$ cat src/rtl/load_store_unit.sv
`default_nettype none
// ============================================================================
// Module      : load_store_unit
// Description : RISC-V byte/halfword/word load-store stage. Takes the ALU
//               result as effective address, drives a single-outstanding
//               req/ack data bus and returns sign/zero-extended load data.
//               Misaligned and illegal accesses fault without a bus cycle.
// Revision    : 1.0 - initial release
// ============================================================================
module load_store_unit #(
  parameter int XLEN = 32
) (
  input  logic            clk,
  input  logic            reset,
  input  logic            start,
  input  logic            is_store,
  input  logic [2:0]      funct3,
  input  logic [XLEN-1:0] addr,
  input  logic [XLEN-1:0] store_data,
  output logic            busy,
  output logic            done,
  output logic            misaligned,
  output logic            illegal,
  output logic [XLEN-1:0] load_data,
  output logic            mem_req,
  output logic            mem_we,
  output logic [XLEN-1:0] mem_addr,
  output logic [XLEN-1:0] mem_wdata,
  output logic [3:0]      mem_wstrb,
  input  logic            mem_ack,
  input  logic [XLEN-1:0] mem_rdata
);

  typedef enum logic [1:0] {
    S_IDLE = 2'd0,
    S_REQ  = 2'd1,
    S_DONE = 2'd2
  } state_t;

  state_t          r_state;
  state_t          w_next;

  logic            r_is_store;
  logic [2:0]      r_funct3;
  logic [XLEN-1:0] r_addr;
  logic [XLEN-1:0] r_store_data;
  logic            r_misaligned;
  logic            r_illegal;
  logic [XLEN-1:0] r_load_data;

  logic            w_illegal;
  logic            w_misaligned;
  logic            w_accept;
  logic [1:0]      w_off;
  logic [XLEN-1:0] w_shifted;
  logic [XLEN-1:0] w_load_ext;
  logic [XLEN-1:0] w_wdata;
  logic [3:0]      w_wstrb;

  // Decode of the incoming request: only meaningful while accepting in IDLE.
  // Stores have no unsigned variants, so any funct3[2]=1 store is illegal.
  assign w_illegal    = (funct3 == 3'b011) || (funct3 == 3'b110) ||
                        (funct3 == 3'b111) || (is_store && funct3[2]);
  assign w_misaligned = ((funct3[1:0] == 2'b01) && addr[0]) ||
                        ((funct3 == 3'b010) && (addr[1:0] != 2'b00));
  assign w_accept     = (r_state == S_IDLE) && start;

  // State register.
  always_ff @(posedge clk) begin
    if (reset) r_state <= S_IDLE;
    else       r_state <= w_next;
  end

  // Next-state logic; faults skip the bus cycle and go straight to DONE.
  always_comb begin
    w_next = r_state;
    case (r_state)
      S_IDLE: begin
        if (start) w_next = (w_illegal || w_misaligned) ? S_DONE : S_REQ;
      end
      S_REQ: begin
        if (mem_ack) w_next = S_DONE;
      end
      S_DONE:  w_next = S_IDLE;
      default: w_next = S_IDLE;
    endcase
  end

  // Request capture: operands and fault flags are frozen for the whole access.
  always_ff @(posedge clk) begin
    if (reset) begin
      r_is_store   <= 1'b0;
      r_funct3     <= 3'b000;
      r_addr       <= '0;
      r_store_data <= '0;
      r_misaligned <= 1'b0;
      r_illegal    <= 1'b0;
    end else if (w_accept) begin
      r_is_store   <= is_store;
      r_funct3     <= funct3;
      r_addr       <= addr;
      r_store_data <= store_data;
      r_illegal    <= w_illegal;
      r_misaligned <= w_misaligned && !w_illegal;
    end
  end

  // Load alignment and extension from the addressed byte lane.
  assign w_off     = r_addr[1:0];
  assign w_shifted = mem_rdata >> {w_off, 3'b000};

  // Extension selected by the latched width code.
  always_comb begin
    w_load_ext = w_shifted;
    case (r_funct3)
      3'b000:  w_load_ext = {{(XLEN-8){w_shifted[7]}}, w_shifted[7:0]};
      3'b100:  w_load_ext = {{(XLEN-8){1'b0}}, w_shifted[7:0]};
      3'b001:  w_load_ext = {{(XLEN-16){w_shifted[15]}}, w_shifted[15:0]};
      3'b101:  w_load_ext = {{(XLEN-16){1'b0}}, w_shifted[15:0]};
      default: w_load_ext = w_shifted;
    endcase
  end

  // Store lane replication and byte strobes.
  always_comb begin
    w_wdata = r_store_data;
    w_wstrb = 4'b1111;
    case (r_funct3[1:0])
      2'b00: begin
        w_wdata = {4{r_store_data[7:0]}};
        w_wstrb = 4'b0001 << w_off;
      end
      2'b01: begin
        w_wdata = {2{r_store_data[15:0]}};
        w_wstrb = w_off[1] ? 4'b1100 : 4'b0011;
      end
      default: begin
        w_wdata = r_store_data;
        w_wstrb = 4'b1111;
      end
    endcase
  end

  // Load result register: only updated by a completed load.
  always_ff @(posedge clk) begin
    if (reset)                                          r_load_data <= '0;
    else if (r_state == S_REQ && mem_ack && !r_is_store) r_load_data <= w_load_ext;
  end

  // Bus outputs are gated to REQ so the bus is quiet in IDLE/DONE.
  assign busy       = (r_state != S_IDLE);
  assign done       = (r_state == S_DONE);
  assign misaligned = done && r_misaligned;
  assign illegal    = done && r_illegal;
  assign load_data  = r_load_data;
  assign mem_req    = (r_state == S_REQ);
  assign mem_we     = mem_req && r_is_store;
  assign mem_addr   = mem_req ? {r_addr[XLEN-1:2], 2'b00} : '0;
  assign mem_wdata  = mem_we ? w_wdata : '0;
  assign mem_wstrb  = mem_we ? w_wstrb : 4'b0000;

endmodule
`default_nettype wire

$ cat config.mk
export PLATFORM = sky130hd
export DESIGN_NAME = load_store_unit
export DESIGN_NICKNAME = d
export VERILOG_FILES = /design/src/rtl/load_store_unit.sv
export SDC_FILE = /design/constraint.sdc
export NUM_CORES = 1
export LEC_CHECK = 0
export ABC_AREA = 1
export CORE_UTILIZATION = 47
export DETAILED_ROUTE_END_ITERATION = 8
export PLACE_DENSITY = 0.86
export SLEW_MARGIN = 40
export SYNTH_ARGS = -nofsm -noshare
export SYNTH_HDL_FRONTEND = slang
export SYNTH_SLANG_ARGS = --single-unit
$ cat constraint.sdc
create_clock -name clk -period 3.3 [get_ports clk]
set_input_delay 0.495 -clock clk [delete_from_list [all_inputs] [get_ports clk]]
set_output_delay 0.495 -clock clk [all_outputs]
set_load 0.1 [all_outputs]
==> Word-level counts from Yosys, hierarchy flattened <==
Cells that the tools add are included.
{ "word_totals": {"regBits": 104, "latch_bits": 0, "mem_bits_rw": 0, "rom_bits": 0, "in_bits": 104, "out_inout_bits": 106, "word_cells": 57, "mem_count": 0} }
{ "classes": {"add_sub_neg": 0, "multipliers": 0, "div": 0, "order_cmp": 0, "n_eq_ne": 13, "shift": 2, "muxes": 11, "n_bitwise": 0, "reduce_logical": 23} }
{ "op_table": {"columns": ["op", "n"], "rows": [
  ["one-hot mux 32 bit (4 select lines)", 1],
  ["two-way mux 32 bit", 2],
  ["one-hot mux 32 bit (2 select lines)", 1],
  [">> shifter 32 x 5 -> 32 bit", 1],
  ["== test 3 bit (second input constant)", 4],
  ["logical AND 1 bit", 10],
  ["two-way mux 4 bit", 2],
  ["one-hot mux 4 bit (2 select lines)", 1],
  ["== test 2 x 1 -> 1 bit (second input constant)", 3],
  ["== test 3 x 2 -> 1 bit (second input constant)", 2],
  ["two-way mux 2 bit", 3],
  ["logical OR 1 bit", 5],
  ["zero test 2 bit", 2],
  ["one-hot mux 2 bit (2 select lines)", 1],
  ["nonzero test 2 bit", 2],
  ["<< shifter 1 x 2 -> 4 bit (first input constant)", 1],
  ["== test 3 x 1 -> 1 bit (second input constant)", 1],
  ["zero test 3 bit", 1],
  ["== test 2 bit (second input constant)", 1],
  ["zero test 1 bit", 2],
  ["!= test 2 x 1 -> 1 bit (second input constant)", 1],
  ["!= test 2 bit (second input constant)", 1],
  ["AND reduction 2 bit", 1]
]} }

==> Logic depth before layout (Yosys ltp) <==
Gate-level depths: netlist of run 1.
{ "depth": {"ltp_word": 8, "mapped_depth": 9, "ltp_nobuf": 8} }

==> Worst setup path after synthesis of run 1 <==
No wires, ideal clock.
{ "synth_timing": {"path_kind": "register to output", "startpoint": "register r_state[1]", "endpoint": "output mem_wdata[15]", "arrival_time_ns": 3.306, "required_time_ns": 2.805, "path_slack_ns": -0.501, "path_stages_with_launch": 6, "path_buffers": 0, "path_cell_list": "dfxtp_1 inv_1 nand2_1 nor2_4 inv_2 nor3_1"} }
{ "synth_via": {"elab_chain_len": 3} }
{ "synth_rtl": {"columns": ["element", "line", "source"], "rows": [
  ["start, declared", "40", "state_t r_state;"],
  ["start signal, assigned", "71", "else r_state <= w_next;"],
  ["== test 2 x 1 -> 1 bit", "156", "assign mem_req = (r_state == S_REQ);"],
  ["logical AND 1 bit", "157", "assign mem_we = mem_req && r_is_store;"],
  ["via mem_we", "26", "output logic mem_we,"],
  ["two-way mux 32 bit", "159", "assign mem_wdata = mem_we ? w_wdata : '0;"],
  ["end, declared", "28", "output logic [XLEN-1:0] mem_wdata,"]
]} }
The timed path passes the listed nets, and every way through them passes these cells.

==> Worst setup path after layout of run 1 <==
{ "layout_timing": {"startpoint": "register r_state[1]", "endpoint": "output mem_wdata[15]"} }
{ "layout_via": {"elab_chain_len": 3} }
{ "layout_rtl": {"columns": ["element", "line"], "rows": [
  ["== test 2 x 1 -> 1 bit", "156"],
  ["logical AND 1 bit", "157"],
  ["two-way mux 32 bit", "159"]
]} }
Every way passes these cells.

==> impl.org, run 1 <==
** Place
- Buffers placed on the I/O ports in this run total 207.
- Summed over all nets, the half-perimeter wirelength after detailed placement is between 10000 and 15000 um.
- Global placer's final weighted congestion :: 0.958
- Before CTS, the worst setup slack after placement is 904 ps.

** STA
- Final slew viol count :: 0
- Transition time of the tightest slew-check pin :: 674 ps
- The number of hold violations in the final report came to 0.
- Clock tree skew after final layout :: 9.94 ps
- Finish-stage setup viols :: 0
- Final WS setup :: 664 ps
- Static timing analysis puts the maximum clock frequency at 0.379 GHz.
- Setup repair after global routing left no endpoint under its margin.
- In the final timing run, aggregate negative setup slack is 0 ps.
- Measured against its own limit, the worst slew margin works out to 55.0%.
- In the finished design, the share of the clock period the worst path needs comes to 79.9%.
- Tmin final :: 2640 ps

** Critical path
- On the critical path, the stage with the largest delay is an instance of sky130_fd_sc_hd__nor3_1.
- R2R Path End :: load_data[30]$_SDFFE_PP0P_
- The critical path in this run is classified as register to primary output.
- Worst reg2reg path startpoint :: r_addr[1]$_SDFFE_PP0P_
- Element type at the critical path end :: primary output
- Highest fanout seen on the critical path :: 22
- Data arrival time at the worst-slack endpoint :: 2140 ps
- Gate family responsible for the most delay along the worst path :: simple AND/OR/NAND/NOR gates
- STA classifies the critical path startpoint as a register.
- The worst register-to-register path has a setup slack of approximately 1200 ps.
- Traced cell by cell, the critical path runs through inv_1, nand2_1, nor2_4, inv_2, nor3_1, buf_12.
- The number of cells on the worst reg-to-reg path is 6.
- Data on the critical path is required at its endpoint by 2800 ps.
- The number of buffers and inverters on the critical path is 3.
- Delay of the slowest critical-path stage :: 440 ps

** Yosys
- Most common flop cell mapped by yosys :: sky130_fd_sc_hd__dfxtp_1
- Number of synthesized flops with an enable pin :: 0
- Share of the synthesized area in the top cell type :: 40.0%
- After synthesis the cells add up to 5200 um^2.
- Yosys cell types :: 27
- In this run, synthesis produced a sequential element count of 104.
- Sequential element share of the synthesized area :: between 40% and 50%
- Yosys warnings :: 0
- In the post-synthesis netlist, the cell with the most instances is sky130_fd_sc_hd__nor2_1.
- Asr flop ratio synth :: 0%
- Avg Inst Size Synth :: 6.49 um^2
- Post-synthesis cell type with the largest combined area :: sky130_fd_sc_hd__dfxtp_1
- Post-synthesis instance total :: 802
- Area contributors post-synth :: sky130_fd_sc_hd__dfxtp_1 (40%), sky130_fd_sc_hd__nor2_1 (14%), sky130_fd_sc_hd__nand2_1 (9.7%), sky130_fd_sc_hd__o21ai_0 (7.8%), sky130_fd_sc_hd__a21oi_1 (7.7%)
- The commonest cells after synthesis are sky130_fd_sc_hd__nor2_1 (194), sky130_fd_sc_hd__nand2_1 (135), sky130_fd_sc_hd__dfxtp_1 (104), sky130_fd_sc_hd__o21ai_0 (81), sky130_fd_sc_hd__a21oi_1 (80).

** Die
- CORE AREA :: 10800 um^2
- The initial utilization of the core area, before any placement, comes to roughly half.
- Die boundary height :: 107 um
- The die covers 11500 um^2.
- The floorplan has 38 rows.
- IO Pins :: 210
- Horizontal die dimension :: ~110 um

** Hold path
- The path with the worst hold slack has its endpoint at r_addr[13]$_SDFFE_PP0P_.
- Hold Startpoint :: r_addr[13]$_SDFFE_PP0P_
- WHS Path Cells :: 2
- Min-Delay Path Class :: register to register

** Routing
- First-pass DRT Iterations :: 7
- Routed wirelength normalized by instance count :: 14.0 um
- Starting DRC count in detailed routing :: 407
- Residual antenna-violating net count after detailed routing :: 0
- The detailed router put a total of 6700 um of wire on met1.
- Routed length on met2 :: 7410 um
- The highest metal layer carrying signal wires in the routed design is met4.
- DR DRC count :: 0
- Ratio of routed vias to standard cells :: ~5.1
- Total number of vias :: 5692
- In the detailed route, the total length drawn on met3 is 1160 um.
- Detailed-route wire length :: 15700 um

** CTS
- Counting the buffers created by CTS gives 9.
- Counting every sink on the clock net gives around 100.
- Maximum buffer depth of the clock tree :: 2
- Buffers added to address setup during post-CTS repair amount to 0.
- In this run the number of H-tree levels came out at 3.
- Gates resized during post-CTS repair numbered 0.
- After clock tree synthesis, the clock-pin slew on the worst setup and hold paths is ~100 ps.
- Number of hold buffers added after CTS :: 0
- Clk_lat worst skew :: 370 ps
- TritonCTS built the clock tree.
- Clock tree root buffer cell :: sky130_fd_sc_hd__clkbuf_8

** Cells and area
- The repair_antennas step left the layout with diodes totalling 0.
- Share of cells above drive strength 1 :: 16.3%
- Compared with the post-synthesis result, the final layout area differs by 45.2%.
- For this run, the post-layout net count is ~1.1k.

** Power
- Leakage power of the design :: ~0.0035 uW
- For this design the ratio of total power to cell area is 413 nW/um^2.
- Max rail drop VDD :: 0.000274 V

** Global routing
- Tot GR Track Use :: 27.5%
- Initial antenna violation count :: 0
- The number of global-route vias before repair was just over 5k.
- Entering global routing, the biggest net connects 53 pins.
- Total congestion overflow :: 0
- The first global-routing pass estimated 25000 um of wire.

** Status
- Outcome :: finished, final reports clean

** Run
- The tool flagged a number of max-cap violations equal to 0.
## power breakdown
part,total (uW),internal (uW),switching (uW)
registers,1420,1360,63.3
clock network,854,367,487
logic,845,273,573
## registers in the layout, indices dropped and copies added, names as in the netlist
signal and flops:
load_data 32, r_is_store 1, r_misaligned 1, r_addr 32, r_store_data 32, r_state 2, r_funct3 3, r_illegal 1
## per-stage QoR
step                      hold WS, ps  area [um^2]  total power [uW]  utilization, %  std cells
after floorplan                   429         5250              2040               -        803
after global placement            439         7500              2280            69.5       1101
after detailed placement          442         7340              2280            68.0       1101
after CTS                         459         7550              3120            70.0       1117
after global routing              472         7550              3280            70.0       1117
final                             454         7550              3120            70.0       1117
## layout by cell type, fill, tap and decap left out, types with 2 or more instances in the layout
cell type / synthesis / routed
sky130_fd_sc_hd__nand2_1: 135 / 135
sky130_fd_sc_hd__o21ai_0: 81 / 81
sky130_fd_sc_hd__clkinv_4: 0 / 2
sky130_fd_sc_hd__conb_1: 1 / 2
sky130_fd_sc_hd__nand3_2: 2 / 2
sky130_fd_sc_hd__nor2_4: 2 / 2
sky130_fd_sc_hd__inv_1: 73 / 73
sky130_fd_sc_hd__dfxtp_1: 104 / 104
sky130_fd_sc_hd__a21oi_1: 80 / 68
sky130_fd_sc_hd__inv_6: 1 / 2
sky130_fd_sc_hd__clkbuf_8: 0 / 9
sky130_fd_sc_hd__nor2_2: 2 / 2
sky130_fd_sc_hd__buf_2: 25 / 31
sky130_fd_sc_hd__and3_1: 2 / 2
sky130_fd_sc_hd__nand2_4: 3 / 4
sky130_fd_sc_hd__clkdlybuf4s50_1: 0 / 103
sky130_fd_sc_hd__buf_4: 10 / 44
sky130_fd_sc_hd__nand3_1: 45 / 45
sky130_fd_sc_hd__o221ai_1: 7 / 7
sky130_fd_sc_hd__buf_12: 0 / 36
sky130_fd_sc_hd__nor3_1: 2 / 2
sky130_fd_sc_hd__inv_2: 6 / 6
sky130_fd_sc_hd__inv_8: 0 / 2
sky130_fd_sc_hd__nor2_1: 194 / 194
sky130_fd_sc_hd__a21oi_2: 0 / 12
## worst register-to-register path, delay by kind of cell (launching register included)
| family | cells | cell delay, ps |
|---|---|---|
| flip-flops | 1 | 770 |
| AND/OR/NAND/NOR | 4 | 830 |
| buffers and inverters | 2 | 420 |
## logic make-up after synthesis
family / count (synthesis) / synth area share, %
AO/OA/AOI/OAI: 170 / 16.9
other: 1 / 0.0721
flip-flops: 104 / 40.0
AND/OR/NAND/NOR: 390 / 30.8
buffers and inverters: 137 / 12.2
## worst max path at each step
| stage | startpoint | end | slack [ps] | cells past startpoint |
|---|---|---|---|---|
| final | r_state[1]$_SDFFE_PP0P_ | mem_wdata[15] | 660 | 6 |
| after CTS | r_state[1]$_SDFFE_PP0P_ | mem_wdata[15] | 670 | 6 |
| after detailed placement | mem_ack | load_data[14]$_SDFFE_PP0P_ | 900 | 8 |
| after global routing | r_state[1]$_SDFFE_PP0P_ | mem_wdata[31] | 540 | 6 |
| after floorplan | r_state[1]$_SDFFE_PP0P_ | mem_wdata[15] | -500 | 5 |
| after global placement | mem_ack | load_data[8]$_SDFFE_PP0P_ | 960 | 8 |
## per-layer routing
| metal | vias up | global-route usage (%) |
|---|---|---|
| met3 | 32 | 5.90 |
| met2 | 248 | 45.4 |
| met1 | 2546 | 35.2 |
| li1 | 2866 | - |
| met5 | - | 0 |
| met4 | 0 | 9.88 |
## layout make-up
| cell class | count | area (um^2) |
|---|---|---|
| Inverter | 81 | 312 |
| Clock inverter | 7 | 86.3 |
| Clock buffer | 9 | 124 |
| Multi-Input combinational cell | 562 | 2540 |
| Sequential cell | 104 | 2080 |
| Fill cell | 930 | 3240 |
| Timing Repair Buffer | 214 | 2240 |
| Tap cell | 140 | 175 |
(Power assumes the default switching activity.)
==> run 2, diff against run 1 <==
--- a/config.mk
+++ b/config.mk
@@ -6,9 +6,9 @@
 export NUM_CORES = 1
 export LEC_CHECK = 0
 export ABC_AREA = 1
-export CORE_UTILIZATION = 47
+export CORE_UTILIZATION = 39
 export DETAILED_ROUTE_END_ITERATION = 8
-export PLACE_DENSITY = 0.86
+export PLACE_DENSITY = 0.76
 export SLEW_MARGIN = 40
 export SYNTH_ARGS = -nofsm -noshare
 export SYNTH_HDL_FRONTEND = slang
==> constraint.sdc (replaced) <==
create_clock -name clk -period 2.2 [get_ports clk]
set_input_delay 0.33 -clock clk [delete_from_list [all_inputs] [get_ports clk]]
set_output_delay 0.33 -clock clk [all_outputs]
set_load 0.1 [all_outputs]
==> run 2 against run 1 <==
Net effect: first-iteration DRC count rose by 6.1%; final cell count up 3.6%; hold slack gained 14 ps; sequential share of layout area fell by 3.4 points; worst setup slack lost 570 ps.
==> impl.org, run 2 (synthesized netlist as in run 1, its figures left out) <==
** Status
- Outcome :: finished, final reports clean

** Cells and area
- In the final layout, the multi-input gates occupy 2940 um^2.
- The sequential cells in the finished layout cover a total of 2090 um^2.
- After filler insertion, the fill cell instance count of the layout stands at 1095.
- The finished cells cover ~8700 um^2.
- Ant. Diodes :: 0
- # nets final :: roughly 1.1k
- Leading cell types in the layout, fill and taps excluded :: sky130_fd_sc_hd__nor2_1 (142), sky130_fd_sc_hd__nand2_1 (134), sky130_fd_sc_hd__clkdlybuf4s50_1 (103), sky130_fd_sc_hd__dfxtp_1 (102), sky130_fd_sc_hd__o21ai_0 (81)
- The library cell used most frequently in the layout, excluding fill and tap cells, is sky130_fd_sc_hd__nor2_1.
- The area growth from synthesis to layout is 66.3%.
- In the final layout, the share of cells above drive strength 1 is 23.5%.

** Run
- Max-Cap Viols :: 0

** Global routing
- The first global-routing pass estimated 26700 um of wire.
- In the global route stage, met1 resource usage came out at 29.7%.
- Entering global routing, the biggest net connects 60 pins.
- Gr busiest metal :: met2
- The initial antenna violation count came to 0.
- In the global route stage, met3 resource usage came out at 8.24%.
- Number of global-route vias before repair :: 5467
- Tot GR Track Use :: 24.2%
- For met2 alone, demand over resource in global routing was 38.1%.
- Total congestion overflow :: 0

** CTS
- Clock Sinks :: 104
- CTS Buf Count :: 9
- The number of hold buffers added after CTS was 0.
- Clock slew seen by the registers of the worst setup and hold paths :: 70 ps
- Clock tree root buffer cell :: sky130_fd_sc_hd__clkbuf_16
- TritonCTS built the clock tree.
- Counting along the longest clock path gives a buffer depth of 2.
- Post-CTS repair timing setup buffer count :: 0
- Clk_lat worst skew :: 360 ps
- Post-cts gate resize count :: 0
- H-Tree Depth :: 3

** Critical path
- Element type at the critical path end :: primary output
- Depth of the worst register-to-register path :: 7
- STA classifies the critical path startpoint as a register.
- Cells along the critical path :: inv_1, nand2_4, o22ai_1, nor3_4, buf_12
- The critical path runs through a total of 5 cells.
- In this design, the stage delay of the slowest critical-path cell is around 430 ps.
- Start-to-end type of the worst setup path :: register to primary output
- Data on the critical path is required at its endpoint by 1870 ps.
- Highest fanout seen on the critical path :: 17
- For the worst setup path, the data arrival time is 1770 ps.
- The critical path contains buffers and inverters numbering 2 combined.
- The slowest stage of the critical path belongs to the cell sky130_fd_sc_hd__dfxtp_1.
- Gate family responsible for the most delay along the worst path :: flip-flops

** Power
- Power per unit of standard cell area :: roughly 600 nW/um^2
- Switching fraction of total power :: 34.0%
- Max rail drop VDD :: 0.000469 V
- The clock network accounts for a little under a third of the total power.
- Net switching power figure :: about 1800 uW
- In this run, flip-flops and latches consume about two fifths of the power.
- Combinational cells account for 27.4% of the total power.
- For this design the static power due to leakage is 0.00364 uW.
- Internal cell power :: between 3000 and 4000 uW
- Overall power :: 5160 uW

** STA
- Tmin final :: 2100 ps
- Final WS setup :: 98.3 ps
- On the final layout, the worst hold slack is about 470 ps.
- For this run, the top clock speed supported by timing is 0.476 GHz.
- Clock tree skew after final layout :: ~7.2 ps
- Final Cycle Share :: 95.5%
- Unrepaired setup endpoints after global routing :: no
- Measured against its own limit, the worst slew margin works out to 58.7%.
- For the pin with the worst max-slew slack, the measured transition is 620 ps.
- The final-report max-slew violation count is 0.
- Aggregate negative setup slack :: 0 ps
- Number of hold-slack violations in the final timing report :: 0
- Finish-stage setup viols :: 0

** Die
- The die is 117 um wide.
- Once the floorplan was initialized, standard cells occupied 40.6% of the core.
- Row Count :: 41
- The region available for standard cell placement spans between 10000 and 15000 um^2.
- IO Pins :: 210
- Die boundary height :: between 100 and 150 um
- The die covers 13800 um^2.

** Routing
- DR DRC count :: 0
- In the final routed layout, each cell accounts on average for about 14 um.
- Detailed-route wire length :: 16400 um
- Using the TritonRoute via totals, the vias-per-cell ratio works out to 4.95.
- The routed layout has approximately 5.7k vias.
- Residual antenna-violating net count after detailed routing :: 0
- The first detailed-routing pass ran for 5 iterations.
- The detailed router finished its first iteration with 432 violations.

** Place
- Detailed placement finished with a half-perimeter wire length of 12000 um.
- Total placed instance area :: roughly 8300 um^2
- Timing analysis after detailed placement gives a worst setup slack of ~400 ps.
- Global placer's final weighted congestion :: 0.895
- During placement, the flow inserted port buffers numbering 207.

** Hold path
- The path class of the tightest hold or removal check is register to register.
- WHS Path Cells :: 2
==> run 2: path summary, 6_finish.rpt <==
path / from / end / slack (ps)
worst max-delay path: r_funct3[0]$_SDFFE_PP0P_ / mem_wdata[15] / 100
worst min-delay path: r_addr[13]$_SDFFE_PP0P_ / r_addr[13]$_SDFFE_PP0P_ / 470
worst max register to register: r_addr[0]$_SDFFE_PP0P_ / load_data[13]$_SDFFE_PP0P_ / 650
worst min register to register: r_addr[13]$_SDFFE_PP0P_ / r_addr[13]$_SDFFE_PP0P_ / 470
==> run 2: area by class of cell <==
| class | instances | area share, % |
|---|---|---|
| well taps | 172 | 2.49 |
| inverters | 81 | 3.66 |
| clock buffers | 13 | 3.25 |
| repair buffers | 222 | 32.2 |
| multi-input cells | 562 | 34.0 |
| clock inverters | 3 | 0.260 |
| flip-flops and latches | 104 | 24.1 |
==> run 2: worst reg2reg max path, cell delays in order (launching register included) <==
cell and delay (ps):
sky130_fd_sc_hd__dfxtp_1 400, sky130_fd_sc_hd__buf_4 290, sky130_fd_sc_hd__nand2_1 120, sky130_fd_sc_hd__nand3_1 160, sky130_fd_sc_hd__nand3_4 240, sky130_fd_sc_hd__nand3_1 200
sky130_fd_sc_hd__nand2_1 60, sky130_fd_sc_hd__inv_1 40
==> run 2: metrics by stage <==
stage,utilization (%),std cells
global route,67.5,1157
global placement,65.1,1141
finish,67.5,1157
CTS,67.5,1157
detailed placement,65.1,1141
floorplan,-,803
==> run 2: per-layer routing <==
layer	up-vias	wire, um
met2	232	7530
met5	-	0
met1	2574	6820
li1	2885	-
met4	0	493
met3	33	1500
==> run 2: power groups by stage <==
stage	Clock [uW]	Combinational (uW)	Sequential (uW)
2_1_floorplan	0	875	2270
3_3_place_gp	0	1400	2160
4_1_cts	1660	1420	2130
5_1_grt	1730	1540	2140
6_report	1620	1420	2130
3_5_place_dp	0	1420	2170
